<file path="config.mk">
export PLATFORM = sky130hd
export DESIGN_NAME = legv8_instr_encoder
export DESIGN_NICKNAME = d
export VERILOG_FILES = /design/src/rtl/legv8_instr_encoder.sv
export SDC_FILE = /design/constraint.sdc
export NUM_CORES = 1
export LEC_CHECK = 0
export CORE_MARGIN = 5
export CORE_UTILIZATION = 45
export CTS_CLUSTER_SIZE = 40
export DETAILED_ROUTE_END_ITERATION = 6
export PLACE_DENSITY = 0.77
export SLEW_MARGIN = 20
export SYNTH_ARGS = -nofsm -noshare
export SYNTH_HDL_FRONTEND = slang
export SYNTH_SLANG_ARGS = --single-unit
</file>
<file path="constraint.sdc">
create_clock -name clock -period 2.2 [get_ports clock]
set_input_delay 0.44 -clock clock [delete_from_list [all_inputs] [get_ports clock]]
set_output_delay 0.44 -clock clock [all_outputs]
set_load 0.005 [all_outputs]
</file>
<file path="src/rtl/legv8_instr_encoder.sv">
// LEGv8 instruction encoder: turns field-level requests into 32-bit machine words
// and streams them into instruction memory at an auto-incrementing address.
module legv8_instr_encoder #(
    parameter int unsigned ADDR_W    = 8,
    parameter int unsigned BASE_ADDR = 0
) (
    input  logic              clock,
    input  logic              reset,
    input  logic              addr_load,
    input  logic [ADDR_W-1:0] addr_in,
    input  logic              req_valid,
    output logic              req_ready,
    input  logic [4:0]        req_op,
    input  logic [4:0]        req_rd,
    input  logic [4:0]        req_rn,
    input  logic [4:0]        req_rm,
    input  logic [31:0]       req_imm,
    input  logic [1:0]        req_hw,
    output logic              mem_we,
    output logic [ADDR_W-1:0] mem_addr,
    output logic [31:0]       mem_wdata,
    input  logic              mem_ack,
    output logic              err,
    output logic [15:0]       instr_cnt
);

    typedef enum logic [1:0] {IDLE, ENC, WRITE} state_t;

    state_t      state_q, state_d;
    logic [4:0]  op_q, rd_q, rn_q, rm_q;
    logic [31:0] imm_q;
    logic [1:0]  hw_q;
    logic [31:0] enc_word;
    logic        enc_ok;

    // Signed fields fit when every bit above the field's sign bit matches it.
    function automatic logic fits_signed(input logic [31:0] v, input int msb);
        logic [31:0] hi;
        hi = $signed(v) >>> msb;
        return (hi == 32'h0) || (hi == 32'hFFFF_FFFF);
    endfunction

    always_comb begin
        enc_word = 32'h0;
        enc_ok   = 1'b1;
        case (op_q)
            5'd0:  enc_word = 32'h8B00_0000 | {11'b0, rm_q, 6'b0, rn_q, rd_q};
            5'd1:  enc_word = 32'hAB00_0000 | {11'b0, rm_q, 6'b0, rn_q, rd_q};
            5'd2:  enc_word = 32'hCB00_0000 | {11'b0, rm_q, 6'b0, rn_q, rd_q};
            5'd3:  enc_word = 32'hEB00_0000 | {11'b0, rm_q, 6'b0, rn_q, rd_q};
            5'd4:  enc_word = 32'h8A00_0000 | {11'b0, rm_q, 6'b0, rn_q, rd_q};
            5'd5:  enc_word = 32'hAA00_0000 | {11'b0, rm_q, 6'b0, rn_q, rd_q};
            5'd6:  enc_word = 32'hCA00_0000 | {11'b0, rm_q, 6'b0, rn_q, rd_q};
            5'd7:  enc_word = 32'hEA00_0000 | {11'b0, rm_q, 6'b0, rn_q, rd_q};
            5'd8, 5'd9, 5'd10, 5'd11: begin
                enc_ok = (imm_q[31:12] == 20'h0);
                case (op_q[1:0])
                    2'd0:    enc_word = 32'h9100_0000;
                    2'd1:    enc_word = 32'hB100_0000;
                    2'd2:    enc_word = 32'hD100_0000;
                    default: enc_word = 32'hF100_0000;
                endcase
                enc_word = enc_word | {10'b0, imm_q[11:0], rn_q, rd_q};
            end
            5'd12, 5'd13: begin
                enc_ok   = (imm_q[31:16] == 16'h0);
                enc_word = (op_q[0] ? 32'hF280_0000 : 32'hD280_0000)
                         | {9'b0, hw_q, imm_q[15:0], rd_q};
            end
            5'd14, 5'd15: begin
                enc_ok   = fits_signed(imm_q, 25);
                enc_word = (op_q[0] ? 32'h9400_0000 : 32'h1400_0000) | {6'b0, imm_q[25:0]};
            end
            5'd16, 5'd17: begin
                enc_ok   = fits_signed(imm_q, 18);
                enc_word = (op_q[0] ? 32'hB500_0000 : 32'hB400_0000) | {8'b0, imm_q[18:0], rd_q};
            end
            5'd18: begin
                enc_ok   = fits_signed(imm_q, 18);
                enc_word = 32'h5400_0000 | {8'b0, imm_q[18:0], 1'b0, rd_q[3:0]};
            end
            5'd19: enc_word = 32'hD61F_0000 | {22'b0, rn_q, 5'b0};
            5'd20, 5'd21: begin
                enc_ok   = fits_signed(imm_q, 8);
                enc_word = (op_q[0] ? 32'hF800_0000 : 32'hF840_0000)
                         | {11'b0, imm_q[8:0], 2'b0, rn_q, rd_q};
            end
            default: enc_ok = 1'b0;
        endcase
    end

    always_comb begin
        state_d   = state_q;
        req_ready = 1'b0;
        err       = 1'b0;
        case (state_q)
            IDLE: begin
                req_ready = 1'b1;
                if (req_valid) state_d = ENC;
            end
            ENC: begin
                err     = !enc_ok;
                state_d = enc_ok ? WRITE : IDLE;
            end
            WRITE: if (mem_ack) state_d = IDLE;
            default: state_d = IDLE;
        endcase
    end

    always_ff @(posedge clock or negedge reset) begin
        if (!reset) state_q <= IDLE;
        else        state_q <= state_d;
    end

    always_ff @(posedge clock or negedge reset) begin
        if (!reset) begin
            op_q      <= '0;
            rd_q      <= '0;
            rn_q      <= '0;
            rm_q      <= '0;
            imm_q     <= '0;
            hw_q      <= '0;
            mem_we    <= 1'b0;
            mem_addr  <= ADDR_W'(BASE_ADDR);
            mem_wdata <= '0;
            instr_cnt <= '0;
        end else begin
            if (state_q == IDLE) begin
                // A same-cycle load lands first, so the accepted request writes to addr_in.
                if (addr_load) mem_addr <= addr_in;
                if (req_valid) begin
                    op_q  <= req_op;
                    rd_q  <= req_rd;
                    rn_q  <= req_rn;
                    rm_q  <= req_rm;
                    imm_q <= req_imm;
                    hw_q  <= req_hw;
                end
            end
            if (state_q == ENC && enc_ok) begin
                mem_wdata <= enc_word;
                mem_we    <= 1'b1;
            end
            if (state_q == WRITE && mem_ack) begin
                mem_we    <= 1'b0;
                mem_addr  <= mem_addr + 1'b1;
                instr_cnt <= instr_cnt + 16'd1;
            end
        end
    end

endmodule

</file>
Word level (Yosys, flattened, before mapping)
Cells that the tools add are included.

Flip-flop bits (word level): 113. Bits of input ports: 67. Output and inout port bits: 59.

Add/sub/neg operators: 2. Eq/ne operators: 30. Muxes and demuxes: 19. Bitwise logic cells: 5. Reductions and logical operators: 27.

Operator list (number): case mux 32 bit (15 select lines) (1); == test 32 bit (second input constant) (3); zero test 32 bit (3); case mux 31 bit (3 select lines) (1); 2-to-1 mux 32 bit (2); == test 5 x 4 -> 1 bit (second input constant) (8); OR 32 x 21 -> 32 bit (1); OR 32 x 22 -> 32 bit (1); OR 32 x 23 -> 32 bit (1); OR 32 x 24 -> 32 bit (1); OR 32 x 26 -> 32 bit (1); == test 5 bit (second input constant) (6); 2-to-1 mux 30 bit (1); 2-to-1 mux 25 bit (1); 2-to-1 mux 8 bit (3); 2-to-1 mux 23 bit (1); == test 5 x 3 -> 1 bit (second input constant) (4); zero test 20 bit (1); adder 16 x 1 -> 16 bit (second input constant) (1); zero test 16 bit (1); == test 5 x 2 -> 1 bit (second input constant) (2); OR reduction 9 bit (1); adder 8 x 1 -> 8 bit (second input constant) (1); OR reduction 2 bit (4); 17 further kinds (33).

Longest topological paths before layout
Gate-level depths: netlist (run 1).

Depth after elaboration: 6. Mapped depth: 9. Mapped depth without buffers: 6.

Worst setup path before layout (run 1)
No wires, ideal clock.

Path type: reg2reg. Start point: reg op_q[3]. End point: reg mem_wdata[30]. Arrival: 2035 ps. Data required time: 2072 ps. Path slack: 37 ps. Stages on the path, launching flop included: 9. Path buffers: 2. Period minus slack after synthesis: 2163 ps. Cell sequence: dfrtp_1 -> buf_2 -> nand2b_4 -> a211oi_1 -> a221o_1 -> a221oi_2 -> a21oi_4 -> buf_6 -> mux2_1.

Longest elaborated chain between the ends: 4. Elaborated cells between the ends (all ways): 32. Classes of those cells: eq/ne: 21; mux: 2; reduce/logical: 9.

RTL lines: from (decl) (RTL line 30) `logic [4:0] op_q, rd_q, rn_q, rm_q;`; from (signal assigned) (RTL line 132) `op_q <= req_op;`; == test 5 bit, or another cell as far along (RTL line 46) `case (op_q)`; OR reduction 9 bit (no line), or another cell as far along; case mux 1 bit (6 select lines) (RTL line 46); logical AND 1 bit (RTL line 140) `if (state_q == ENC && enc_ok) begin`; to (signal assigned) (RTL line 141) `mem_wdata <= enc_word;`; to (decl) (RTL line 21) `output logic [31:0] mem_wdata,`.

Parallel ways exist; a longest one is shown, timed or not. A chain may end at the register's enable or synchronous reset.

Worst setup path in the final report (run 1)
Start point: reg imm_q[21]. End point: out err.

Longest elaborated chain between the ends: 5. Elaborated cells between the ends (all ways): 11. Classes of those cells: eq/ne: 2; mux: 2; reduce/logical: 7.

RTL lines: from (decl) (RTL line 31) `logic [31:0] imm_q;`; from (signal assigned) (RTL line 136) `imm_q <= req_imm;`; == test 32 bit / zero test 32 bit (equally long branches) (RTL line 40) `return (hi == 32'h0) || (hi == 32'hFFFF_FFFF);`; logical OR 1 bit (RTL line 40); case mux 1 bit (6 select lines) * (RTL line 46); zero test 1 bit * (RTL line 102) `err = !enc_ok;`; 2-to-1 mux 1 bit * (RTL line 96) `case (state_q)`; to (decl) (RTL line 23) `output logic err,`.

Mark *: on every way between the ends. The rest lies on a longest branch, timed or not.

==> out/metrics.yaml, run 1 <==
run_status:
  status: "complete, but fails checks"
  violations: "design-rule violations, negative hold slack, negative setup slack"
global_route:
  gr-usage-all-layers: 0.220
  grt_max_degree: 61
  grt.overflow.total: 0
  antenna_found_initial: 0
  grt_first_pass_wirelength_mm: 24.9
  grt_pass1_vias: 4868
finish:
  final_cell_mix: "123 x clkdlybuf4s50_1, 111 x dfrtp_1, 60 x buf_4"
  final_util: 0.700
  final_cell_area_um2: 8060
  final_common_cell: "clkdlybuf4s50_1"
  syn2layout_area_growth_pct: 51.4
  antenna_cells: 0
  final_nets: 724
  drive_gt1_frac: 0.295
place:
  place_congestion: 0.942
  port-buffer-count: 125
  dp_hpwl_mm: 11.0
  dpl-instance-area_um2: 7130
drt:
  drc: 6
  vias: 4715
  detail-route-antenna-nets: 0
  avgViaCountPerCell: 5.81
  drt_iter0_markers: 394
  wl_mm: 16.0
  dr.pass1.iters: 7
  wire_per_inst_um: 19.7
clock_tree:
  cts_sinks: 113
  path_clk_slew_ps: 60
  root_buffer: "clkbuf_16"
  cts.path.max_buffers: 2
  insertion_delay_ps: 410
  cts_made_buffers: 17
  h-tree-depth: 4
  cts_tree: "yes"
  ctsHoldBuffers: 0
synthesis:
  async_reset_ff_frac: 1.00
  syn_area_per_cell_um2: 11.4
  synth_edf_count: 0
  syn_inst: 468
  yosysWarnings: 0
  ys_ff_latch: 113
  synthDistinctLibCells: 49
  yosysSeqAreaShare: 0.531
  synthesis.area_um2: 5320
  synth_top_flop_cell: "dfrtp_1"
  synth_fp_nets: 537
critical_path:
  cp_data_required_time_ps: 1760
  crit_type: "flip-flop to output pin"
  arrival_ps: 2100
  r2r_end: "mem_wdata[12]$_DFFE_PN0P_"
  cp_max_fo: 4
  r2r_slack_ps: -230
  reg2reg_depth: 8
  cp-end-kind: "output pin"
  start_kind: "flip-flop"
  r2r_start: "imm_q[21]$_DFFE_PN0P_"
sta:
  setup_viol: 35
  fin_skew_ps: 10.4
  timing.final.crit_share: 1.15
  fin_crit_ps: 2540
  worst_pin_slew_ps: 507
  setup_ws_ps: -337
  holdWs_ps: -2.36
  slew-limit-headroom: 0.662
  fmax_mhz: 394
  slew_violations: 0
  hold_viol: 2
  rsz0062_at_grt: "yes"
floorplan:
  start_util: 0.462
  io_pins: 126
  rows: 39
  design.core.area_um2: 11500
  fp.dieW_um: 119
  die_h_um: 119
  fp.dieArea_um2: 14100
power_and_ir_drop:
  peakVddDrop_v: 0.000705
  powerDensity_nw_per_um2: 1490
  power.total_mw: 12.0
  p_leak_nw: 3.46
worst_hold_path:
  min_path_type: "input pin to async pin"
run:
  drv_cap: 0
==> repair_timing <==
action | CTS | global route
endpoints found under the setup margin | 34 | 35
cloned | 1 | 1
pin swaps | 6 | 14
gates resized for setup | 40 | 17
setup buffers | 11 | 6
endpoints found under the hold margin | 0 | 0
==> through the flow <==
stage,hold WS (ps),setup WS [ps],setup TNS [ps],std cells
floorplan,144,37.0,0,468
global placement,424,-225,-2060,767
detailed placement,439,-283,-3620,767
CTS,4.45,-399,-6840,807
global route,27.1,-378,-8380,811
finish,-2.36,-337,-6080,811
==> worst max path at each step <==
stage	startpoint	endpoint	slack [ps]	cells past startpoint
2_1_floorplan	op_q[3]$_DFFE_PN0P_	mem_wdata[30]$_DFFE_PN0P_	40	8
3_3_place_gp	op_q[4]$_DFFE_PN0P_	err	-220	7
3_5_place_dp	op_q[4]$_DFFE_PN0P_	err	-280	7
4_1_cts	imm_q[18]$_DFFE_PN0P_	err	-400	7
5_1_grt	imm_q[12]$_DFFE_PN0P_	err	-380	7
6_report	imm_q[21]$_DFFE_PN0P_	err	-340	7
==> cell families (layout without fill, tap and decap cells) <==
group	after synthesis	count (layout)	synth area share
flops	113	113	0.531
mux	75	75	0.157
fa+ha+maj	2	2	0.00470
compound gates	97	97	0.130
buf+inv	38	238	0.0310
simple gates	128	128	0.121
xor+xnor	15	15	0.0247
==> routing by layer <==
layer  GRT usage  vias up  wire length, µm
met5           0        -                0
met4      0.0891        0              578
met3      0.0602       52             1080
met2       0.371      240             7860
met1       0.266     2333             6460
li1            -     2090                -
==> cells in the mapped netlist (5+ instances only) <==
library cell / instances / share of area
xnor2_1: 11 / 0.018
a221oi_1: 5 / 0.0082
a222oi_1: 8 / 0.015
a22oi_1: 5 / 0.0071
o21ai_0: 20 / 0.019
a2bb2oi_1: 8 / 0.013
nor4_1: 5 / 0.0059
mux2_1: 16 / 0.034
inv_1: 10 / 0.0071
nand2_1: 40 / 0.028
a21oi_1: 23 / 0.022
nor2_1: 25 / 0.018
nand4_1: 9 / 0.011
clkbuf_1: 21 / 0.015
dfrtp_1: 113 / 0.53
a221o_1: 5 / 0.0094
nand2b_1: 11 / 0.013
mux2i_1: 6 / 0.011
nand3_1: 11 / 0.010
mux2_2: 53 / 0.11
==> area by class of cell <==
class / count / area [µm²]
Multi-Input combinational cell: 317 / 2520
Inverter: 10 / 37.5
Clock buffer: 18 / 429
Clock inverter: 14 / 183
Timing Repair Buffer: 196 / 1880
Sequential cell: 113 / 2830
Tap cell: 143 / 179
Fill cell: 811 / 3460
==> state kept, by name, indices dropped and copies added (netlist names), 2 cells and up <==
name and count:
op_q 5, hw_q 2, mem_addr 8, state_q 2
rd_q 5, rm_q 5, mem_wdata 32, imm_q 32
instr_cnt 16, rn_q 5
==> critical path, cell delays in order, from the launching register on <==
cell	delay [ps]
dfrtp_1	390
nand4_1	120
or4_4	590
nor4_4	150
o21ai_1	110
nand2_1	140
nor2_1	70
buf_2	120
==> report_power, final <==
group          switching, mW  internal (mW)
Clock                   1.03           1.80
Combinational           2.29           3.02
Sequential             0.846           2.98
Total                   4.17           7.80
Power figures use the tool's default switching activity.
==> run 2, diff against run 1 <==
CTS_CLUSTER_DIAMETER = 50   (was not set)
SLEW_MARGIN = 30   (was 20)
==> results of run 2 <==
The final DEF is identical to that of run 1; final timing and power are the same.
